[config.mk]
export PLATFORM = sky130hd
export DESIGN_NAME = if_id_stage
export DESIGN_NICKNAME = d
export VERILOG_FILES = /design/src/rtl/if_id_pkg.sv /design/src/rtl/if_id_stage_classify.sv /design/src/rtl/if_id_stage.sv
export SDC_FILE = /design/constraint.sdc
export NUM_CORES = 1
export LEC_CHECK = 0
export ABC_AREA = 1
export CAP_MARGIN = 20
export CORE_ASPECT_RATIO = 1.1
export CORE_UTILIZATION = 64
export DETAILED_ROUTE_END_ITERATION = 10
export DONT_BUFFER_PORTS = 1
export HOLD_SLACK_MARGIN = 0.12
export PLACE_DENSITY_LB_ADDON = 0.2
export SYNTH_ARGS = -nofsm -noshare
export SYNTH_HDL_FRONTEND = slang
export SYNTH_HIERARCHICAL = 1
export SYNTH_SLANG_ARGS = --single-unit
[constraint.sdc]
create_clock -name clk -period 4.7 [get_ports clk]
set_input_delay 0.705 -clock clk [delete_from_list [all_inputs] [get_ports clk]]
set_output_delay 0.705 -clock clk [all_outputs]
set_load 0.005 [all_outputs]
[src/rtl/if_id_pkg.sv]
// Shared types for the fetch-to-decode stage: formats, FSM states,
// opcode constants and the buffered entry layout.
package if_id_pkg;

    localparam int XLEN = 32;

    localparam logic [5:0] OP_RTYPE = 6'h00;
    localparam logic [5:0] OP_J     = 6'h02;
    localparam logic [5:0] OP_JAL   = 6'h03;

    typedef enum logic [1:0] {
        FMT_R = 2'd0,
        FMT_I = 2'd1,
        FMT_J = 2'd2
    } fmt_t;

    typedef enum logic [1:0] {
        EMPTY = 2'd0,
        ONE   = 2'd1,
        TWO   = 2'd2
    } state_t;

    typedef struct packed {
        logic            valid;
        logic [XLEN-1:0] instr;
        logic [XLEN-1:0] pc;
        fmt_t            fmt;
    } if_id_entry_t;

endpackage

[src/rtl/if_id_stage_classify.sv]
// Opcode to instruction-format decoder, evaluated on the incoming
// word so the format is stored alongside it.
module instr_fmt_classify
    import if_id_pkg::*;
(
    input  logic [5:0] opcode,
    output fmt_t       fmt
);

    always_comb begin
        fmt = FMT_I;
        unique case (1'b1)
            (opcode == OP_RTYPE):                   fmt = FMT_R;
            (opcode == OP_J) || (opcode == OP_JAL): fmt = FMT_J;
            default:                                fmt = FMT_I;
        endcase
    end

endmodule

[src/rtl/if_id_stage.sv]
// Fetch-to-decode stage: two-entry skid buffer plus MIPS field split.
// Optional IF_ID_BUBBLE_COUNT_EN adds a saturating bubble counter.
module if_id_stage
    import if_id_pkg::*;
#(
    parameter int INSTR_W = 32,
    parameter int PC_W    = 32
) (
    input  logic               clk,
    input  logic               rst,
    input  logic               in_valid,
    output logic               in_ready,
    input  logic [INSTR_W-1:0] in_instr,
    input  logic [PC_W-1:0]    in_pc,
    input  logic               flush,
    output logic               out_valid,
    input  logic               out_ready,
    output logic [PC_W-1:0]    out_pc,
    output logic [5:0]         out_opcode,
    output logic [4:0]         out_rs,
    output logic [4:0]         out_rt,
    output logic [4:0]         out_rd,
    output logic [4:0]         out_shamt,
    output logic [5:0]         out_funct,
    output logic [15:0]        out_imm,
    output logic [25:0]        out_jaddr,
`ifdef IF_ID_BUBBLE_COUNT_EN
    output logic [15:0]        bubble_cnt,
`endif
    output logic [1:0]         out_fmt
);

    state_t       state;
    if_id_entry_t main_q;
    if_id_entry_t skid_q;
    if_id_entry_t cap;
    fmt_t         fmt_in;
    logic         accept;
    logic         release_w;

    instr_fmt_classify u_classify (
        .opcode (in_instr[31:26]),
        .fmt    (fmt_in)
    );

    assign accept    = in_valid && in_ready;
    assign release_w = out_valid && out_ready;

    always_comb begin
        cap.valid = 1'b1;
        cap.instr = in_instr;
        cap.pc    = in_pc;
        cap.fmt   = fmt_in;
    end

    always_ff @(posedge clk or posedge rst) begin
        if (rst) begin
            state    <= EMPTY;
            main_q   <= '0;
            skid_q   <= '0;
            in_ready <= 1'b1;
        end else if (flush) begin
            // Payload is kept; only the valid bits are dropped.
            state        <= EMPTY;
            main_q.valid <= 1'b0;
            skid_q.valid <= 1'b0;
            in_ready     <= 1'b1;
        end else begin
            unique case (state)
                EMPTY: begin
                    if (accept) begin
                        main_q <= cap;
                        state  <= ONE;
                    end
                end
                ONE: begin
                    if (accept && !release_w) begin
                        skid_q   <= cap;
                        state    <= TWO;
                        in_ready <= 1'b0;
                    end else if (accept) begin
                        main_q <= cap;
                    end else if (release_w) begin
                        main_q.valid <= 1'b0;
                        state        <= EMPTY;
                    end
                end
                TWO: begin
                    if (release_w) begin
                        main_q       <= skid_q;
                        skid_q.valid <= 1'b0;
                        state        <= ONE;
                        in_ready     <= 1'b1;
                    end
                end
                default: begin
                    state    <= EMPTY;
                    main_q   <= '0;
                    skid_q   <= '0;
                    in_ready <= 1'b1;
                end
            endcase
        end
    end

    assign out_valid  = main_q.valid;
    assign out_pc     = main_q.pc;
    assign out_opcode = main_q.instr[31:26];
    assign out_rs     = main_q.instr[25:21];
    assign out_rt     = main_q.instr[20:16];
    assign out_rd     = main_q.instr[15:11];
    assign out_shamt  = main_q.instr[10:6];
    assign out_funct  = main_q.instr[5:0];
    assign out_imm    = main_q.instr[15:0];
    assign out_jaddr  = main_q.instr[25:0];
    assign out_fmt    = main_q.fmt;

`ifdef IF_ID_BUBBLE_COUNT_EN
    always_ff @(posedge clk or posedge rst) begin
        if (rst) begin
            bubble_cnt <= '0;
        end else if (flush) begin
            bubble_cnt <= '0;
        end else if (out_ready && !out_valid && bubble_cnt != 16'hFFFF) begin
            bubble_cnt <= bubble_cnt + 16'd1;
        end
    end
`endif

endmodule

# --- Yosys cells after proc, flatten, opt, wreduce, memory -nomap -nowiden ---
# Index checks and enable logic that the tools add are counted.
word_totals:
  input_bits: 69
  reg_bits: 137
  output_inout_bits: 110
  elab_cells: 66
op_classes:
  n_mux: 24
  eq_ne: 17
  reduce_logical: 13
  bitwise: 2
ops:
  columns: ["op", "count"]
  rows:
  - ["two-way mux 67 bit", 4]
  - ["case mux 67 bit (3 select lines)", 1]
  - ["case mux 66 bit (2 select lines)", 1]
  - ["two-way mux 66 bit", 1]
  - ["equality test 6 x 2 -> 1 bit (second input constant)", 2]
  - ["two-way mux 2 bit", 6]
  - ["inequality test 2 bit (second input constant)", 6]
  - ["inequality test 3 bit (second input constant)", 4]
  - ["inequality test 4 bit (second input constant)", 3]
  - ["AND reduction 4 bit", 2]
  - ["two-way mux 1 bit", 7]
  - ["logical NOT 6 bit", 1]
  - ["case mux 1 bit (3 select lines)", 2]
  - ["case mux 2 bit (3 select lines)", 1]
  - ["AND reduction 3 bit", 2]
  - ["AND reduction 5 bit", 1]
  - ["case mux 2 bit (2 select lines)", 1]
  - ["logical AND 1 bit", 3]
  - ["equality test 2 x 1 -> 1 bit (second input constant)", 1]
  - ["equality test 2 bit (second input constant)", 1]
  - ["logical NOT 2 bit", 1]
  - ["NOT 1 bit", 2]
  - ["OR reduction 2 bit", 1]
  - ["logical NOT 1 bit", 1]
  - ["logical OR 1 bit", 1]

# --- Longest topological paths before layout ---
logic_depth:
  depth_word: 7
  depth_mapped: 9
  mapped_depth_nobuf: 7

# --- Hierarchy ---
# Netlist, hierarchy kept.
modules_own_cells:
  columns: ["module", "cells_each", "instances", "area_per_inst_um2", "seq_area_each_um2"]
  rows:
  - ["if_id_stage", 868, 1, 6718.9, 3429.5]
  - ["instr_fmt_classify", 8, 1, 31.3, 0.0]

# --- Least setup slack after synthesis ---
# No wires, ideal clock.
synth_timing:
  kind: "in2reg"
  start: "in out_ready"
  end: "reg main_q, in the netlist out_fmt[0]"
  path_buffers: 2
  arrival_ps: 1602
  slack_ps: 2976
  setup_time_ps: 121
  t_required_ps: 4579
  path_stages: 8
  cell_sequence: "nand2_1 > nand2_1 > nor2_2 > nor2_1 > buf_4 > buf_2 > nand2_1 > nand2_1"
synth_via:
  elab_chain_len: 5
  word_cells_on_any_way: 6
  cone_classes: "eq/ne: 2; reduce/logical: 4"
synth_rtl:
  columns: ["item", "line_no", "rtl"]
  rows:
  - ["start, declared", "if_id_stage.sv:17", "input logic out_ready,"]
  - ["logical AND 1 bit (*)", "if_id_stage.sv:47", "assign release_w = out_valid && out_ready;"]
  - ["logical NOT 1 bit", "if_id_stage.sv:77", "if (accept && !release_w) begin"]
  - ["logical AND 1 bit", "if_id_stage.sv:77", null]
  - ["inequality test 2 bit (no source line)", null, null]
  - ["AND reduction 5 bit (no source line) (*)", null, null]
  - ["end signal, assigned", "if_id_stage.sv:72", "main_q <= cap;"]
  - ["end signal, assigned", "if_id_stage.sv:82", "main_q <= cap;"]
  - ["end signal, assigned", "if_id_stage.sv:90", "main_q <= skid_q;"]
  - ["end, declared", "if_id_stage.sv:34", "if_id_entry_t main_q;"]
# Mark *: on every way between the ends. The rest lies on a longest branch, timed or not.
# A chain may end at the register's enable or synchronous reset.

# --- Final worst setup path ---
layout_timing:
  start: "reg state[1]"
  end: "reg main_q, in the netlist out_pc[0]"
layout_via:
  elab_chain_len: 3
  word_cells_on_any_way: 9
  cone_classes: "eq/ne: 6; mux: 1; reduce/logical: 2"
layout_rtl:
  columns: ["item", "line_no", "rtl"]
  rows:
  - ["start, declared", "if_id_stage.sv:33", "state_t state;"]
  - ["start signal, assigned", "if_id_stage.sv:58", "state <= EMPTY;"]
  - ["start signal, assigned", "if_id_stage.sv:64", "state <= EMPTY;"]
  - ["start signal, assigned", "if_id_stage.sv:73", "state <= ONE;"]
  - ["equality test 2 x 1 -> 1 bit (tied with other cells)", "if_id_stage.sv:69", "unique case (state)"]
  - ["inequality test 2 bit (no source line)", null, null]
  - ["AND reduction 5 bit (no source line)", null, null]
# Parallel ways exist; a longest one is shown, timed or not.

==> reports/metrics.yaml <==
worst_setup_path:
  critPathTopFamily: "buffers and inverters"
  crit_start: "state[1]"
  path_cells: "inv_2 > buf_4 > nand2_1 > nor2_4 > buf_4 > o21bai_1 > nand2_1"
  r2r_slack_ns: 2.03
  crit_cells: 7
  cp-end-kind: "flop"
  slowest_stage: "buf_4"
  cp_data_arrival_time_ns: 3.13
  cp_max_fo: 67
  reg2reg_depth: 7
  crit_path_end: "out_pc[0]"
  required_ns: 5.16
  r2r-end: "out_pc[0]"
  cpPeakStageDelay_ns: 0.62
  path_class: "flop to flop"
  rr_startpoint: "state[1]"
  crit_buf_inv: 3
  cp-start-kind: "flop"
cts:
  cts_tree: "done"
  cts_buffers: 17
  clock_path_buffers: 2
  clockRootBuffer: "clkbuf_8"
  cts.sinks: 137
  cts.clk_slew.worst_paths_ns: 0.06
  clock_latency_ns: 0.52
  cts_resized: 0
  htree_levels: 4
  cts_setup_buffers: 0
  hold_buffers: 0
route:
  drc_errors: 0
  drt_iter0_drc: 347
  drt-pass1-iter-count: 5
  viasPerCell: 5.345
  totalWireLength_microns: 14540
  vias: 5147
  final_antenna_net_count: 0
  wire_per_inst_microns: 15.10
grt:
  grt_pass1_vias: 4869
  antenna_found_initial: 0
  grt_max_degree: 133
  grtUsageTotal: 0.2810
  grt.overflow.total: 0
  grt_pass1_wl_microns: 23630
synth:
  avgSynthCellArea_sq_um: 7.706
  synth_cell_types: 16
  synth_top_area_frac: 0.5042
  synth_seq_area_share: 0.5081
  syn_nets: 945
  synthTopCellsByArea: "dfrtp_1 (50%), nand2_1 (23%), o21bai_1 (7.3%)"
  synth_cells: 876
  ys_ff_latch: 137
  yosysWarnings: 6
  mappedNetlistArea_sq_um: 6750
  yosysTopAreaCell: "dfrtp_1"
layout:
  layout_commonest_cell: "nand2_1"
  multi_input_area_sq_um: 2537
  drive_gt1_frac: 0.05832
  fin_nets: 879
  seq_area_sq_um: 3430
  fillers: 815
  fin_area_sq_um: 7163
  area_growth_pct: 6.117
  layout_common_cells: "nand2_1 (421), dfrtp_1 (136), inv_1 (70)"
  num_antenna_cells: 0
  final_util: 0.7107
timing:
  finClkSkew_ns: 0.006511
  max_slew_margin: 0.3662
  worst_slack_ns: 2.035
  period_share: 0.5670
  min_period_ns: 2.665
  rsz0062_at_grt: "no"
  max_freq_mhz: 375.2
  fin_tns_setup_ns: 0
  hold_slack_ns: 0.2179
  drv_slew: 0
  tightest_slew_ns: 0.9485
  setup_viol: 0
  hold_violations: 0
die:
  fp.dieArea_sq_um: 10960
  ioPinCount: 179
  die_h_microns: 109.7
  coreArea_sq_um: 10080
  die_w_microns: 99.92
  row_count: 38
  start_util: 0.6697
place:
  post-place-ws_ns: 1.997
  dp_hpwl_microns: 8596
  place_area_sq_um: 6466
  place.gp.congestion: 0.7644
  port_buffers: 0
worst_hold_path:
  hold_path.class: "input port to async pin"
power_and_ir_drop:
  max-vdd-ir-drop_mv: 0.3940
  total_leakage_power_nw: 3.845
  p_per_area_nw_per_um2: 680.2
job:
  drv_cap: 0
outcome:
  status: "finished clean"
[cell families after synthesis]
kind of cell / share of synthesized area
AOI/OAI and AO/OA: 0.1251
buffers and inverters: 0.1201
DFF: 0.5081
and+or+nand+nor: 0.2467
[metrics by stage]
stage               power, mW  cells
floorplan               3.302    876
global placement        3.290    930
detailed placement      3.383    930
CTS                     4.894    962
global route            5.224    963
finish                  4.872    963
[layout make-up]
| type | instances | area share |
|---|---|---|
| Tap cell | 140 | 0.02445 |
| Multi-Input combinational cell | 574 | 0.3542 |
| Sequential cell | 137 | 0.4788 |
| Timing Repair Buffer | 7 | 0.01013 |
| Inverter | 73 | 0.03895 |
| Clock inverter | 10 | 0.02603 |
| Clock buffer | 22 | 0.06742 |
[worst min-delay path by stage]
stage	startpoint	endpoint	slack, ns	depth (start not counted)
2_1_floorplan	skid_q[66]	skid_q[66]	0.44	2
3_3_place_gp	skid_q[66]	skid_q[66]	0.46	2
3_5_place_dp	skid_q[8]	skid_q[8]	0.47	2
4_1_cts	rst	out_jaddr[18]	0.26	1
5_1_grt	rst	out_jaddr[22]	0.29	1
6_report	rst	out_jaddr[22]	0.22	1
[Yosys cell counts]
library cell    n
o21ai_0        68
inv_2           2
o2bb2ai_1       1
nor2_2          2
nand2_1       421
nand2_2         1
o21bai_1       66
nand3_1         8
buf_1           8
buf_2          24
dfrtp_1       136
nor2_1          7
inv_1          71
buf_4          43
dfstp_2         1
clkbuf_1       17
[worst reg2reg max path: stages, from the launching register on]
cell,delay (ns)
dfrtp_1,0.40
inv_2,0.35
buf_4,0.55
nand2_1,0.21
nor2_4,0.17
buf_4,0.62
o21bai_1,0.20
nand2_1,0.10
[report_power, final]
part	total, mW	switching [mW]	leakage [nW]	internal [mW]
registers	2.24	0.480	1.71	1.76
clock network	1.48	0.491	0.320	0.987
logic	1.16	0.703	1.82	0.453
total	4.87	1.67	3.85	3.20
[registers in the layout, indices dropped and copies added (netlist names)]
signal,count
state,2
out_funct,6
out_fmt,2
out_imm,10
out_jaddr,10
out_opcode,6
out_pc,32
skid_q,67
in_ready,1
out_valid,1
[per-layer routing]
layer | global-route usage | wire (microns) | vias up
met5 | 0 | 0 | -
met4 | 0.1040 | 273 | 0
met3 | 0.08582 | 1098 | 23
met2 | 0.4690 | 7168 | 198
met1 | 0.3462 | 5998 | 2416
li1 | - | - | 2510
Power figures use the tool's default switching activity.
